<file path="src/rtl/v_wb_arb.sv">
// Round-robin arbiter sharing one writeback port among N requesters with burst locking.
// Latency: 1 cycle (registered output stage); throughput 1 beat/cycle.
// Backpressure: out_ready low with out_valid high blocks all req_ready; out_* holds.
//
// Ports:
//   clk, rst                 clock, synchronous active-high reset
//   req_valid/last/data      per-requester beat (data slice i = [i*W +: W])
//   req_ready                per-requester accept strobe (onehot0)
//   out_valid/last/id/data   registered beat toward the writeback port
//   out_ready                writeback port accepts out_*
module v_wb_arb #(
  parameter int N = 4,
  parameter int W = 32
) (
  input  logic                 clk,
  input  logic                 rst,
  input  logic [N-1:0]         req_valid,
  input  logic [N-1:0]         req_last,
  input  logic [N*W-1:0]       req_data,
  output logic [N-1:0]         req_ready,
  output logic                 out_valid,
  output logic                 out_last,
  output logic [$clog2(N)-1:0] out_id,
  output logic [W-1:0]         out_data,
  input  logic                 out_ready
);

  localparam int IW = $clog2(N);

  typedef enum logic {
    ST_IDLE   = 1'b0,
    ST_LOCKED = 1'b1
  } state_t;

  state_t          r_state, w_state_nxt;
  logic [IW-1:0]   r_owner, w_owner_nxt;
  logic [IW-1:0]   r_ptr,   w_ptr_nxt;
  logic            r_out_valid;
  logic            r_out_last;
  logic [IW-1:0]   r_out_id;
  logic [W-1:0]    r_out_data;

  logic [IW-1:0]   w_scan_sel;
  logic            w_scan_hit;
  logic [IW-1:0]   w_sel;
  logic            w_sel_vld;
  logic            w_sel_last;
  logic [W-1:0]    w_sel_data;
  logic            w_can_acc;
  logic            w_acc;

  // (base + k) mod N without relying on IW overflow, so non-power-of-two N wraps correctly.
  function automatic logic [IW-1:0] rot_idx(input logic [IW-1:0] base, input int k);
    int s;
    s = int'(base) + k;
    if (s >= N) s = s - N;
    return s[IW-1:0];
  endfunction

  function automatic logic [IW-1:0] inc_mod(input logic [IW-1:0] x);
    logic [IW-1:0] r;
    if (int'(x) == N - 1) r = '0;
    else                  r = x + 1'b1;
    return r;
  endfunction

  // Scan from ptr upward; iterating downward lets the nearest requester win.
  always_comb begin
    w_scan_sel = '0;
    w_scan_hit = 1'b0;
    for (int k = N - 1; k >= 0; k--) begin
      if (req_valid[rot_idx(r_ptr, k)]) begin
        w_scan_sel = rot_idx(r_ptr, k);
        w_scan_hit = 1'b1;
      end
    end
  end

  // While locked only the owner may be served; a missing owner beat is a bubble.
  assign w_sel      = (r_state == ST_LOCKED) ? r_owner : w_scan_sel;
  assign w_sel_vld  = (r_state == ST_LOCKED) ? req_valid[r_owner] : w_scan_hit;
  assign w_sel_last = req_last[w_sel];
  assign w_sel_data = req_data[int'(w_sel)*W +: W];

  assign w_can_acc  = !r_out_valid || out_ready;
  assign w_acc      = w_sel_vld && w_can_acc && !rst;

  always_comb begin
    req_ready = '0;
    if (w_acc) req_ready[w_sel] = 1'b1;
  end

  always_comb begin
    w_state_nxt = r_state;
    w_owner_nxt = r_owner;
    w_ptr_nxt   = r_ptr;
    if (w_acc) begin
      case (r_state)
        ST_IDLE: begin
          if (w_sel_last) begin
            w_ptr_nxt = inc_mod(w_sel);
          end else begin
            w_state_nxt = ST_LOCKED;
            w_owner_nxt = w_sel;
          end
        end
        ST_LOCKED: begin
          if (w_sel_last) begin
            w_state_nxt = ST_IDLE;
            w_ptr_nxt   = inc_mod(r_owner);
          end
        end
        default: w_state_nxt = ST_IDLE;
      endcase
    end
  end

  always_ff @(posedge clk) begin
    if (rst) begin
      r_state <= ST_IDLE;
      r_owner <= '0;
      r_ptr   <= '0;
    end else begin
      r_state <= w_state_nxt;
      r_owner <= w_owner_nxt;
      r_ptr   <= w_ptr_nxt;
    end
  end

  // Drain and load may coincide; a drain alone keeps payload fields unchanged.
  always_ff @(posedge clk) begin
    if (rst) begin
      r_out_valid <= 1'b0;
      r_out_last  <= 1'b0;
      r_out_id    <= '0;
      r_out_data  <= '0;
    end else if (w_acc) begin
      r_out_valid <= 1'b1;
      r_out_last  <= w_sel_last;
      r_out_id    <= w_sel;
      r_out_data  <= w_sel_data;
    end else if (out_ready) begin
      r_out_valid <= 1'b0;
    end
  end

  assign out_valid = r_out_valid;
  assign out_last  = r_out_last;
  assign out_id    = r_out_id;
  assign out_data  = r_out_data;

  a_ready_onehot0 : assert property (@(posedge clk) $onehot0(req_ready));

  a_lock_owner_only : assert property (@(posedge clk) disable iff (rst)
    (r_state == ST_LOCKED) |-> ((req_ready & ~(N'(1) << r_owner)) == '0));

  a_out_stable : assert property (@(posedge clk) disable iff (rst)
    (out_valid && !out_ready) |=>
      (out_valid && $stable(out_data) && $stable(out_id) && $stable(out_last)));

endmodule

</file>
<file path="config.mk">
export PLATFORM = sky130hd
export DESIGN_NAME = v_wb_arb
export DESIGN_NICKNAME = d
export VERILOG_FILES = /design/src/rtl/v_wb_arb.sv
export SDC_FILE = /design/constraint.sdc
export NUM_CORES = 1
export LEC_CHECK = 0
export BUFFER_PORTS_ARGS = -buffer_cell sky130_fd_sc_hd__buf_2
export CORE_MARGIN = 4
export CORE_UTILIZATION = 39
export DETAILED_ROUTE_END_ITERATION = 7
export GPL_TIMING_DRIVEN = 0
export PLACE_DENSITY = 0.73
export SLEW_MARGIN = 40
export SYNTH_ARGS = -nofsm -noshare
export SYNTH_HDL_FRONTEND = slang
export SYNTH_SLANG_ARGS = --single-unit
</file>
<file path="constraint.sdc">
create_clock -name clk -period 2.2 [get_ports clk]
set_input_delay 0 -clock clk [delete_from_list [all_inputs] [get_ports clk]]
set_output_delay 0 -clock clk [all_outputs]
set_load 0.005 [all_outputs]
</file>
==> impl_metrics.ini <==
[outcome]
status = finished clean

[finish]
fin_cells = 696
multi_input_area_mm2 = 0.001912
final_common_cell = buf_2
fin_util = 0.6065
drive_gt1_frac = 0.4500
final_cell_mix = buf_2, nand2_1, nand3_1
fillers = 690
syn_to_final_growth_pct = 47.50
antenna_cells = 0
nets = 743
seq_area_um2 = 825.8

[sta]
relSlewSlack = 0.6539
period_needed_ns = 2.180
finalSetupTns_ns = 0
fmax_mhz = 458.7
setup_ws_ns = 0.02011
setup_violations = 0
hold_viol_final = 0
rsz0062_at_grt = true
period_share = 0.9909
skew_ns = 0.008777
slew_viol_final = 0
worstMarginPinSlew_ns = 0.5192

[power]
power_per_cell_area_mw_per_mm2 = 824.0
ir_drop_mv = 0.3630
p_leak_uw = 0.002100
power_uw = 3470

[job]
drv_cap = 0

[worst_hold_path]
hold_class = in2reg

[clock_tree]
cts_tree = yes
cts_sinks = 41
clock_tree.htree_level_count = 2
cts-root-buf = clkbuf_8
clk_pin_slew_ns = 0.08
clockBufferDepth = 2
numCtsBuffers = 5
clk_latency_ns = 0.29

[synth]
ys_warn_count = 0
ys_seq_area_frac = 0.2875
synth_flop_cell = dfxtp_1
syn_avg_cell_area_um2 = 7.138
synth_edf_count = 0
syn_nets = 544
ys_types = 44
ys_ff_latch = 41
syn_area_mm2 = 0.002855
async_flop_share = 0
syn_inst = 400

[global_routing]
grt.busiest_layer = met2
grt_antenna_before_repair = 0
grt_use_met1 = 0.2680
first_global_vias = 3481
met3_usage = 0.04827
grt_max_degree = 12
grt.total_usage = 0.2257
gr-total-overflow = 0
met2_usage = 0.4092
grt_pass1_wl_mm = 16.06

[route]
wl_per_cell_um = 14.87
vias = 3588
vias_per_cell = 5.155
ant_nets = 0
drtIter0Drc = 109
firstDrtPassIters = 4
drc = 0
wirelength_mm = 10.35

[setup_path]
crit_required_ns = 2.20
crit_path_max_fanout = 6
endpoint_kind = output port
path_class = reg2out
crit_arrival_ns = 2.18
setup.worst_path.start_class = register

[die]
start_util = 0.4112
io_pins = 179
die_w_um = 93.57
row_count = 30
core_mm2 = 0.006944
die_h_um = 93.57
dieArea_mm2 = 0.008754

[placement]
port_buffers = 177
place_inst = 673
dp_hpwl_mm = 7.929
gp_congestion = 0.8510
place_ws_ns = -0.3756
==> registers in the layout (all words and copies together), names as in the netlist <==
signal,cells
out_valid,1
out_id,2
r_ptr,2
r_owner,2
out_data,32
out_last,1
r_state,1
==> kinds of logic after synthesis <==
family          synth area share
simple gates              0.4338
compound gates            0.1503
flops                     0.2875
buf+inv                  0.06529
mux                      0.04119
fa+ha+maj                0.02191
==> synth_stat cells (4+ instances only) <==
cell        n  area (µm²)
a31o_2     30       262.8
and2_1      5       31.28
buf_2      12       60.06
buf_4       5       37.54
clkbuf_1   15       56.30
dfxtp_1    41       820.8
ha_1        5       62.56
mux2i_1     7       70.07
nand2_1   132       495.5
nand2b_1    7       43.79
nand3_1    64       320.3
nor2b_1     4       25.02
nor3b_1    33       247.7
==> stage by stage <==
stage / hold WS, ns / instance area (µm²)
after floorplan: 0.1776 / 2855
after global placement: 0.2795 / 3861
after detailed placement: 0.2923 / 3861
after CTS: 0.04947 / 4134
after global routing: 0.05996 / 4212
final: 0.05386 / 4212
==> critical path, cell delays in order, from the launching register on <==
cell       delay (ns)
dfxtp_2          0.35
buf_6            0.11
a21boi_0         0.15
a2111oi_4        0.31
a21o_4           0.23
inv_8            0.06
buf_8            0.13
buf_8            0.12
ha_1             0.17
and2_1           0.14
buf_2            0.12
==> power breakdown <==
| part | internal (µW) | switching [µW] |
|---|---|---|
| Clock | 226 | 251 |
| Combinational | 942 | 1010 |
| Sequential | 947 | 98.7 |
| Total | 2110 | 1360 |
==> final timing paths <==
| check | to | cells past startpoint | slack, ns | startpoint |
|---|---|---|---|---|
| worst max-delay path | req_ready[3] | 10 | 0.02 | r_ptr[1] |
| worst min-delay path | out_data[28] | 4 | 0.05 | req_data[28] |
| worst max register to register | r_ptr[1] | 8 | 0.05 | r_ptr[1] |
| worst min register to register | out_id[0] | 2 | 0.49 | out_id[0] |
==> metal layers <==
metal | routed length (µm) | vias to the layer above
met3 | 651 | 12
met4 | 134 | 0
li1 | - | 1784
met2 | 5223 | 116
met1 | 4338 | 1676
met5 | 0 | -
==> what timing repair did <==
item,CTS,global route
hold buffers,1,0
endpoints found under the hold margin,1,0
setup endpoints to repair,41,31
cloned,0,1
pin swaps,2,4
setup buffers,9,5
resized for setup,31,9
==> final cells by class <==
class,count,share of cell area
tap,96,0.02852
timing repair buffer,193,0.2395
multi-input combinational,321,0.4540
clock buffer,8,0.01901
buffer,34,0.05793
sequential,41,0.1961
inverter,3,0.005051
No activity file was read; power rests on OpenSTA's default activity.
